File: config.mk
export PLATFORM = sky130hd
export DESIGN_NAME = imem_load_ctrl_flat
export DESIGN_NICKNAME = d
export VERILOG_FILES = /design/src/rtl/apple_soc_pkg.sv /design/src/rtl/imem_load_ctrl_if.sv /design/src/rtl/imem_uart_rx.sv /design/src/rtl/imem_load_ctrl.sv /design/src/flat_wrapper.sv
export SDC_FILE = /design/constraint.sdc
export NUM_CORES = 1
export LEC_CHECK = 0
export CORE_MARGIN = 2
export CORE_UTILIZATION = 56
export DETAILED_ROUTE_END_ITERATION = 12
export PLACE_DENSITY = 0.88
export SETUP_SLACK_MARGIN = 0.1
export SLEW_MARGIN = 40
export SYNTH_ARGS = -nofsm -noshare
export SYNTH_HDL_FRONTEND = slang
export SYNTH_SLANG_ARGS = --single-unit
File: constraint.sdc
create_clock -name clk -period 4 [get_ports clk]
set_input_delay 0.8 -clock clk [delete_from_list [all_inputs] [get_ports clk]]
set_output_delay 0.8 -clock clk [all_outputs]
set_load 0.005 [all_outputs]
File: src/rtl/apple_soc_pkg.sv
// apple_soc_pkg: shared loader/UART types, frame constants and baud helper
package apple_soc_pkg;
  typedef enum logic [1:0] {IDLE, LOAD, FLUSH, RELEASE} load_state_e;
  typedef enum logic [2:0] {RX_IDLE, RX_START, RX_DATA, RX_STOP, RX_WAIT} rx_state_e;
  localparam int UART_DATA_BITS = 8;
  localparam int UART_STOP_BITS = 1;
  function automatic int clks_per_bit(input int clk_hz, input int baud);
    return clk_hz / baud;
  endfunction
  // Byte enables for the lanes already filled when a load ends mid-word
  function automatic logic [3:0] partial_mask(input logic [1:0] idx);
    return 4'((5'd1 << idx) - 5'd1);
  endfunction
endpackage

File: src/rtl/imem_load_ctrl_if.sv
// imem_load_ctrl_if: CPU fetch request in, shared imem port out
interface imem_load_ctrl_if #(parameter int AW = 14);
  logic [AW-1:0] cpu_imem_addr;
  logic cpu_imem_rd;
  logic [AW-1:0] imem_addr;
  logic imem_rd;
  logic imem_wr;
  logic [31:0] imem_wdata;
  logic [3:0] imem_byte_en;
  modport master(input cpu_imem_addr, cpu_imem_rd, output imem_addr, imem_rd, imem_wr, imem_wdata, imem_byte_en);
  modport slave(output cpu_imem_addr, cpu_imem_rd, input imem_addr, imem_rd, imem_wr, imem_wdata, imem_byte_en);
endinterface

File: src/rtl/imem_uart_rx.sv
// imem_uart_rx: 8N1 UART receiver with input synchroniser and mid-bit sampling
module imem_uart_rx
  import apple_soc_pkg::*;
#(
  parameter int CLKS_PER_BIT = 16
) (
  input  logic       clk,
  input  logic       reset,
  input  logic       rxd,
  output logic       rx_valid,
  output logic [7:0] rx_data,
  output logic       rx_frame_err
);
  localparam int CW = $clog2(CLKS_PER_BIT);
  localparam logic [CW-1:0] FULL = CW'(CLKS_PER_BIT - 1);
  localparam logic [CW-1:0] HALF = CW'(CLKS_PER_BIT / 2 - 1);
  rx_state_e st;
  logic [1:0] sync;
  logic rxd_s;
  logic [CW-1:0] cnt;
  logic [2:0] bits;
  logic [7:0] shift;
  assign rxd_s = sync[1];
  // A bad stop bit parks in RX_WAIT until the line idles, so a held-low line is not read as a new start
  always_ff @(posedge clk) begin
    if (reset) begin
      st <= RX_IDLE;
      sync <= 2'b11;
      cnt <= '0;
      bits <= '0;
      shift <= '0;
      rx_valid <= 1'b0;
      rx_data <= '0;
      rx_frame_err <= 1'b0;
    end else begin
      sync <= {sync[0], rxd};
      rx_valid <= 1'b0;
      rx_frame_err <= 1'b0;
      cnt <= cnt + 1'b1;
      case (st)
        RX_IDLE: begin
          cnt <= '0;
          if (!rxd_s) st <= RX_START;
        end
        RX_START: if (cnt == HALF) begin
          cnt <= '0;
          bits <= '0;
          st <= rxd_s ? RX_IDLE : RX_DATA;
        end
        RX_DATA: if (cnt == FULL) begin
          cnt <= '0;
          shift <= {rxd_s, shift[7:1]};
          bits <= bits + 1'b1;
          if (bits == 3'(UART_DATA_BITS - 1)) begin
            bits <= '0;
            st <= RX_STOP;
          end
        end
        RX_STOP: if (cnt == FULL) begin
          cnt <= '0;
          if (!rxd_s) begin
            rx_frame_err <= 1'b1;
            st <= RX_WAIT;
          end else if (bits == 3'(UART_STOP_BITS - 1)) begin
            rx_valid <= 1'b1;
            rx_data <= shift;
            st <= RX_IDLE;
          end else bits <= bits + 1'b1;
        end
        RX_WAIT: if (rxd_s) st <= RX_IDLE;
        default: st <= RX_IDLE;
      endcase
    end
  end
endmodule

File: src/rtl/imem_load_ctrl.sv
// imem_load_ctrl: shares the imem port between CPU fetch and a UART boot loader
module imem_load_ctrl
  import apple_soc_pkg::*;
#(
  parameter int IMEM_ADDR_WIDTH = 14,
  parameter int CLK_FREQ_HZ = 50000000,
  parameter int BAUD = 115200
) (
  input  logic                     clk,
  input  logic                     reset,
  input  logic                     load_imem,
  input  logic                     uart0_rxd,
  imem_load_ctrl_if.master         bus,
  output logic                     cpu_hold,
  output logic                     load_busy,
  output logic [IMEM_ADDR_WIDTH:0] load_words,
  output logic                     load_err
);
  load_state_e state;
  logic [IMEM_ADDR_WIDTH-1:0] ptr;
  logic [1:0] idx, idx_next;
  logic [2:0] ld_sync;
  logic rise, fall;
  logic rx_valid, rx_frame_err;
  logic [7:0] rx_data;
  logic wr;
  logic [31:0] wdata;
  logic [3:0] be;
  imem_uart_rx #(.CLKS_PER_BIT(clks_per_bit(CLK_FREQ_HZ, BAUD))) u_rx (
    .clk(clk),
    .reset(reset),
    .rxd(uart0_rxd),
    .rx_valid(rx_valid),
    .rx_data(rx_data),
    .rx_frame_err(rx_frame_err)
  );
  assign rise = ld_sync[1] & ~ld_sync[2];
  assign fall = ~ld_sync[1] & ld_sync[2];
  assign idx_next = rx_valid ? idx + 2'd1 : idx;
  assign bus.imem_addr = state == IDLE ? bus.cpu_imem_addr : ptr;
  assign bus.imem_rd = state == IDLE & bus.cpu_imem_rd;
  assign bus.imem_wr = wr;
  assign bus.imem_wdata = wdata;
  assign bus.imem_byte_en = be;
  // Pointer and word count advance in the cycle after each write pulse, whatever the state
  always_ff @(posedge clk) begin
    if (reset) begin
      state <= IDLE;
      ptr <= '0;
      idx <= '0;
      ld_sync <= '0;
      wr <= 1'b0;
      wdata <= '0;
      be <= '0;
      cpu_hold <= 1'b0;
      load_busy <= 1'b0;
      load_words <= '0;
      load_err <= 1'b0;
    end else begin
      ld_sync <= {ld_sync[1:0], load_imem};
      wr <= 1'b0;
      if (wr) begin
        ptr <= ptr + 1'b1;
        load_words <= load_words + 1'b1;
        if (&ptr) load_err <= 1'b1;
      end
      case (state)
        IDLE: if (rise) begin
          state <= LOAD;
          cpu_hold <= 1'b1;
          load_busy <= 1'b1;
          ptr <= '0;
          idx <= '0;
          load_words <= '0;
          load_err <= 1'b0;
        end
        LOAD: begin
          if (rx_frame_err) load_err <= 1'b1;
          if (rx_valid) begin
            wdata[8*idx +: 8] <= rx_data;
            idx <= idx_next;
          end
          if (rx_valid && idx == 2'd3) begin
            wr <= 1'b1;
            be <= 4'hF;
          end
          if (fall) state <= idx_next == 2'd0 ? RELEASE : FLUSH;
        end
        FLUSH: begin
          wr <= 1'b1;
          be <= partial_mask(idx);
          idx <= '0;
          state <= RELEASE;
        end
        RELEASE: begin
          cpu_hold <= 1'b0;
          load_busy <= 1'b0;
          state <= IDLE;
        end
        default: state <= IDLE;
      endcase
    end
  end
endmodule
File: src/flat_wrapper.sv
// flat-port wrapper written by rule: the top's interface ports become plain ports
module imem_load_ctrl_flat import apple_soc_pkg::*;
#(
  parameter int IMEM_ADDR_WIDTH = 14,
  parameter int CLK_FREQ_HZ = 50000000,
  parameter int BAUD = 115200
)
  (clk, reset, load_imem, uart0_rxd, cpu_hold, load_busy, load_words, load_err, bus_cpu_imem_addr, bus_cpu_imem_rd, bus_imem_addr, bus_imem_rd, bus_imem_wr, bus_imem_wdata, bus_imem_byte_en);
  imem_load_ctrl_if bus_i ();
  input  logic clk;
  input  logic reset;
  input  logic load_imem;
  input  logic uart0_rxd;
  output logic cpu_hold;
  output logic load_busy;
  output logic [IMEM_ADDR_WIDTH:0] load_words;
  output logic load_err;
  input wire logic [$bits(bus_i.cpu_imem_addr)-1:0] bus_cpu_imem_addr;
  input wire logic [$bits(bus_i.cpu_imem_rd)-1:0] bus_cpu_imem_rd;
  output wire logic [$bits(bus_i.imem_addr)-1:0] bus_imem_addr;
  output wire logic [$bits(bus_i.imem_rd)-1:0] bus_imem_rd;
  output wire logic [$bits(bus_i.imem_wr)-1:0] bus_imem_wr;
  output wire logic [$bits(bus_i.imem_wdata)-1:0] bus_imem_wdata;
  output wire logic [$bits(bus_i.imem_byte_en)-1:0] bus_imem_byte_en;
  assign bus_i.cpu_imem_addr = bus_cpu_imem_addr;
  assign bus_i.cpu_imem_rd = bus_cpu_imem_rd;
  assign bus_imem_addr = bus_i.imem_addr;
  assign bus_imem_rd = bus_i.imem_rd;
  assign bus_imem_wr = bus_i.imem_wr;
  assign bus_imem_wdata = bus_i.imem_wdata;
  assign bus_imem_byte_en = bus_i.imem_byte_en;
  imem_load_ctrl #(.IMEM_ADDR_WIDTH(IMEM_ADDR_WIDTH), .CLK_FREQ_HZ(CLK_FREQ_HZ), .BAUD(BAUD)) u_core (.clk(clk), .reset(reset), .load_imem(load_imem), .uart0_rxd(uart0_rxd), .bus(bus_i), .cpu_hold(cpu_hold), .load_busy(load_busy), .load_words(load_words), .load_err(load_err));
endmodule
==> run summary <==
Run status
• completed — run status

CTS
• 2 — clock buffer depth
• 0 — number of gates resized after CTS
• 3 — number of H-tree levels
• built — CTS tree
• 0 — number of setup buffers added after CTS
• 0.39 ns — clk_lat worst skew
• 0.11 ns — CTS clk-pin slew, worst paths
• 110 — sinks on the clock net
• 0 — post-cts hold buffer count
• sky130_fd_sc_hd__clkbuf_8 — clock root buffer
• 9 — cts bufs inserted

Finish
• 610 — total of fill cells in the finished design
• 0.0818 — share of final-layout standard cells stronger than drive strength 1
• 0 — number of inserted diodes
• 631 — Final nets
• 24.0% — Layout Area Growth over Synthesis

Placed design
• 88 — number of I/O port buffers
• 7380 microns — Post-DP HPWL
• 0.823 — last weighted congestion value of the routability-driven placer
• 1.16 ns — DP Worst Slack

Logic synthesis
• 45 — number of distinct library cell variants in the gate-level netlist after synthesis
• 0.0554 — xor/xnor cell area share of the yosys netlist
• 0.0799 — proportion of synthesized area in mux cells
• sky130_fd_sc_hd__dfxtp_1 — cell taking the most area after synthesis
• 0 — Yosys warnings
• simple AND/OR/NAND/NOR gates — combinational family with the most area after synthesis
• 110 — flip-flop and latch count after synthesis
• 9.23 sq um — mean instance size in the synthesized netlist
• 0.224 — share of synthesized cell area in and, or, nand and nor gates
• 0.464 — sequential cell area fraction in the yosys report
• sky130_fd_sc_hd__dfxtp_1 (46%), sky130_fd_sc_hd__nor2_1 (7.8%), sky130_fd_sc_hd__a22oi_1 (5.1%) — top post-synthesis cells by area
• 0.0475 — post-synthesis adder-cell area fraction
• 551 — post-synthesis net count
• 514 — cell count after synthesis
• 0.0968 — post-synthesis compound-gate area fraction
• 4740 sq um — Syn Std Cell Area
• 0.464 — share of the synthesized area in the top cell type

Critical path
• reg -> out — WS Path Type
• 3.20 ns — data required time at the worst endpoint
• 21 — Crit Path Max Fanout
• u_core.state[1] — worst flop-to-flop path startpoint
• 2.22 ns — worst path arrival time
• 1.49 ns — minimum setup slack among reg-to-reg paths
• register — crit path launch type
• output port — Worst setup EP type
• u_core.bus.imem_wdata[26] — end of the worst register-to-register path
• 7 — number of cells on the worst reg-to-reg path

Floorplan
• 96.0 microns — die height
• 0.577 — initial core utilization
• 9220 sq um — floorplan die area
• 89 — number of top-level pins
• 96.0 microns — overall die width
• 33 — count of standard-cell rows
• 8220 sq um — Floorplan Core Area

Global routing
• 68 — maximum number of pins on one net before global-route repair
• 0 — remaining global-route overflow
• 0.227 — All-Layer GR Usage
• 0 — initial antenna violation count
• 16600 microns — global-route wire length before repair
• 3633 — vias in the first global route

Timing
• 3.02 ns — final period demand of the worst path
• 0 ns — Setup Total Neg Slack
• 0.755 — Final period util
• 0 — final count of hold timing violations
• 0.331 GHz — Max Freq
• 0.980 ns — Final Worst Setup Slack
• 0.444 — Max-Slew Margin vs Limit
• false — RSZ-0062 raised after global routing
• 0.832 ns — slew at the pin closest to its max-slew limit
• 0 — Slew Limit Fails
• 0 — final setup fails
• 0.0147 ns — setup skew after layout

Worst hold path
• u_core.u_rx.sync[1] — worst-case hold path end point
• u_core.u_rx.sync[0] — launch instance of the worst min-delay path
• reg -> reg — Hold/Removal Path Class
• 1 — number of cells traversed by the worst hold path

Detailed routing
• 14.6 microns — average routed wire per standard cell
• 0 — DRC violations left
• 3975 — count of vias placed by the detailed router
• 0 — antenna-violating nets left
• 5.65 — via density per instance
• 10300 microns — Post-Route WL
• 150 — initial DRC count
• 5 — drt first pass iters

Power and ir drop
• 381 nW/um^2 — power density cells
• 0.293 mV — worst IR drop on VDD
• 2.06 nW — leakage power

Flow run
• 0 — max-capacitance violation count

## cell type report
cell class,instances,area [sq um],share of cell area
well taps,105,131,0.0223
inverters,15,56.3,0.00957
repair buffers,90,891,0.151
clock buffers,9,124,0.0211
flip-flops and latches,110,2200,0.374
multi-input cells,368,2390,0.407
clock inverters,7,86.3,0.0147
## synthesized netlist by cell type (all sizes together)
master	instances
and2	4
a31oi	1
o21ai	13
o32ai	1
a22oi	32
nand3	12
ha	18
nor3	11
nand3b	2
and4	2
or4	5
a21oi	15
and3	7
nand2b	7
mux2i	21
nand4	12
nor4b	4
o311a	1
o2111ai	1
xnor2	13
clkinv	1
nor2b	7
nand2	32
mux2	15
nor4	2
and4b	1
and4bb	1
xor2	17
dfxtp	110
a211oi	5
or2	2
inv	14
buf	7
nor2	100
clkbuf	14
or3	4
## metrics by stage
stage,hold WS (ns),instances,power (mW),cell area [sq um],util
4_1_cts,0.424,704,2.26,5880,0.716
5_1_grt,0.436,704,2.35,5880,0.716
3_5_place_dp,0.399,688,1.58,5670,0.690
6_report,0.421,704,2.24,5880,0.716
3_3_place_gp,0.391,688,1.56,5670,0.690
2_1_floorplan,0.389,514,1.41,4740,-
## critical path, stage by stage (launching register included)
cell	delay (ns)
sky130_fd_sc_hd__dfxtp_1	0.37
sky130_fd_sc_hd__inv_1	0.12
sky130_fd_sc_hd__ha_2	0.48
sky130_fd_sc_hd__mux2_2	0.40
sky130_fd_sc_hd__clkdlybuf4s50_1	0.47
## cells by family (layout without fill, tap and decap cells)
logic type	after synthesis	in the layout
flip-flops	110	110
multiplexers	36	36
adder cells (fa/ha/maj)	18	18
buffers and inverters	36	121
XOR/XNOR	30	30
AND/OR/NAND/NOR	215	215
AO/OA/AOI/OAI	69	69
## power by group
group	internal (mW)	switching [mW]
Combinational	0.232	0.188
Clock	0.255	0.426
Sequential	1.12	0.0239
Total	1.60	0.638
## cells in the final DEF (no fill, tap or decap), types with 13 or more instances in the layout
master,count
sky130_fd_sc_hd__a22oi_1,32
sky130_fd_sc_hd__inv_1,14
sky130_fd_sc_hd__dfxtp_1,110
sky130_fd_sc_hd__ha_1,17
sky130_fd_sc_hd__nor2_1,99
sky130_fd_sc_hd__xor2_1,17
sky130_fd_sc_hd__xnor2_1,13
sky130_fd_sc_hd__mux2_2,15
sky130_fd_sc_hd__clkdlybuf4s50_1,87
sky130_fd_sc_hd__mux2i_1,21
sky130_fd_sc_hd__a21oi_1,15
sky130_fd_sc_hd__nand2_1,30
## flip-flops by register name (all words and copies together) (netlist names), 4 cells and up
register / flops
u_core.u_rx.cnt: 9
u_core.u_rx.shift: 8
u_core.load_words: 15
u_core.bus.imem_wdata: 32
u_core.u_rx.rx_data: 8
u_core.ptr: 14
u_core.bus.imem_byte_en: 4
## routing by layer
layer	part of all wire	global-route usage	up-vias
met3	0.067	0.0509	11
li1	-	-	1942
met2	0.50	0.396	130
met1	0.42	0.271	1892
met5	0	0	-
met4	0.0092	0.0869	0
## worst max-delay path by stage
stage               startpoint  cells past startpoint           endpoint
6_report       u_core.state[1]                      4  bus_imem_addr[10]
5_1_grt        u_core.state[1]                      4   bus_imem_addr[8]
4_1_cts        u_core.state[1]                      4  bus_imem_addr[10]
3_5_place_dp   u_core.state[1]                      4  bus_imem_addr[10]
3_3_place_gp   u_core.state[0]                      4  bus_imem_addr[11]
2_1_floorplan  u_core.state[0]                      5  bus_imem_addr[10]
Power figures use the tool's default switching activity.
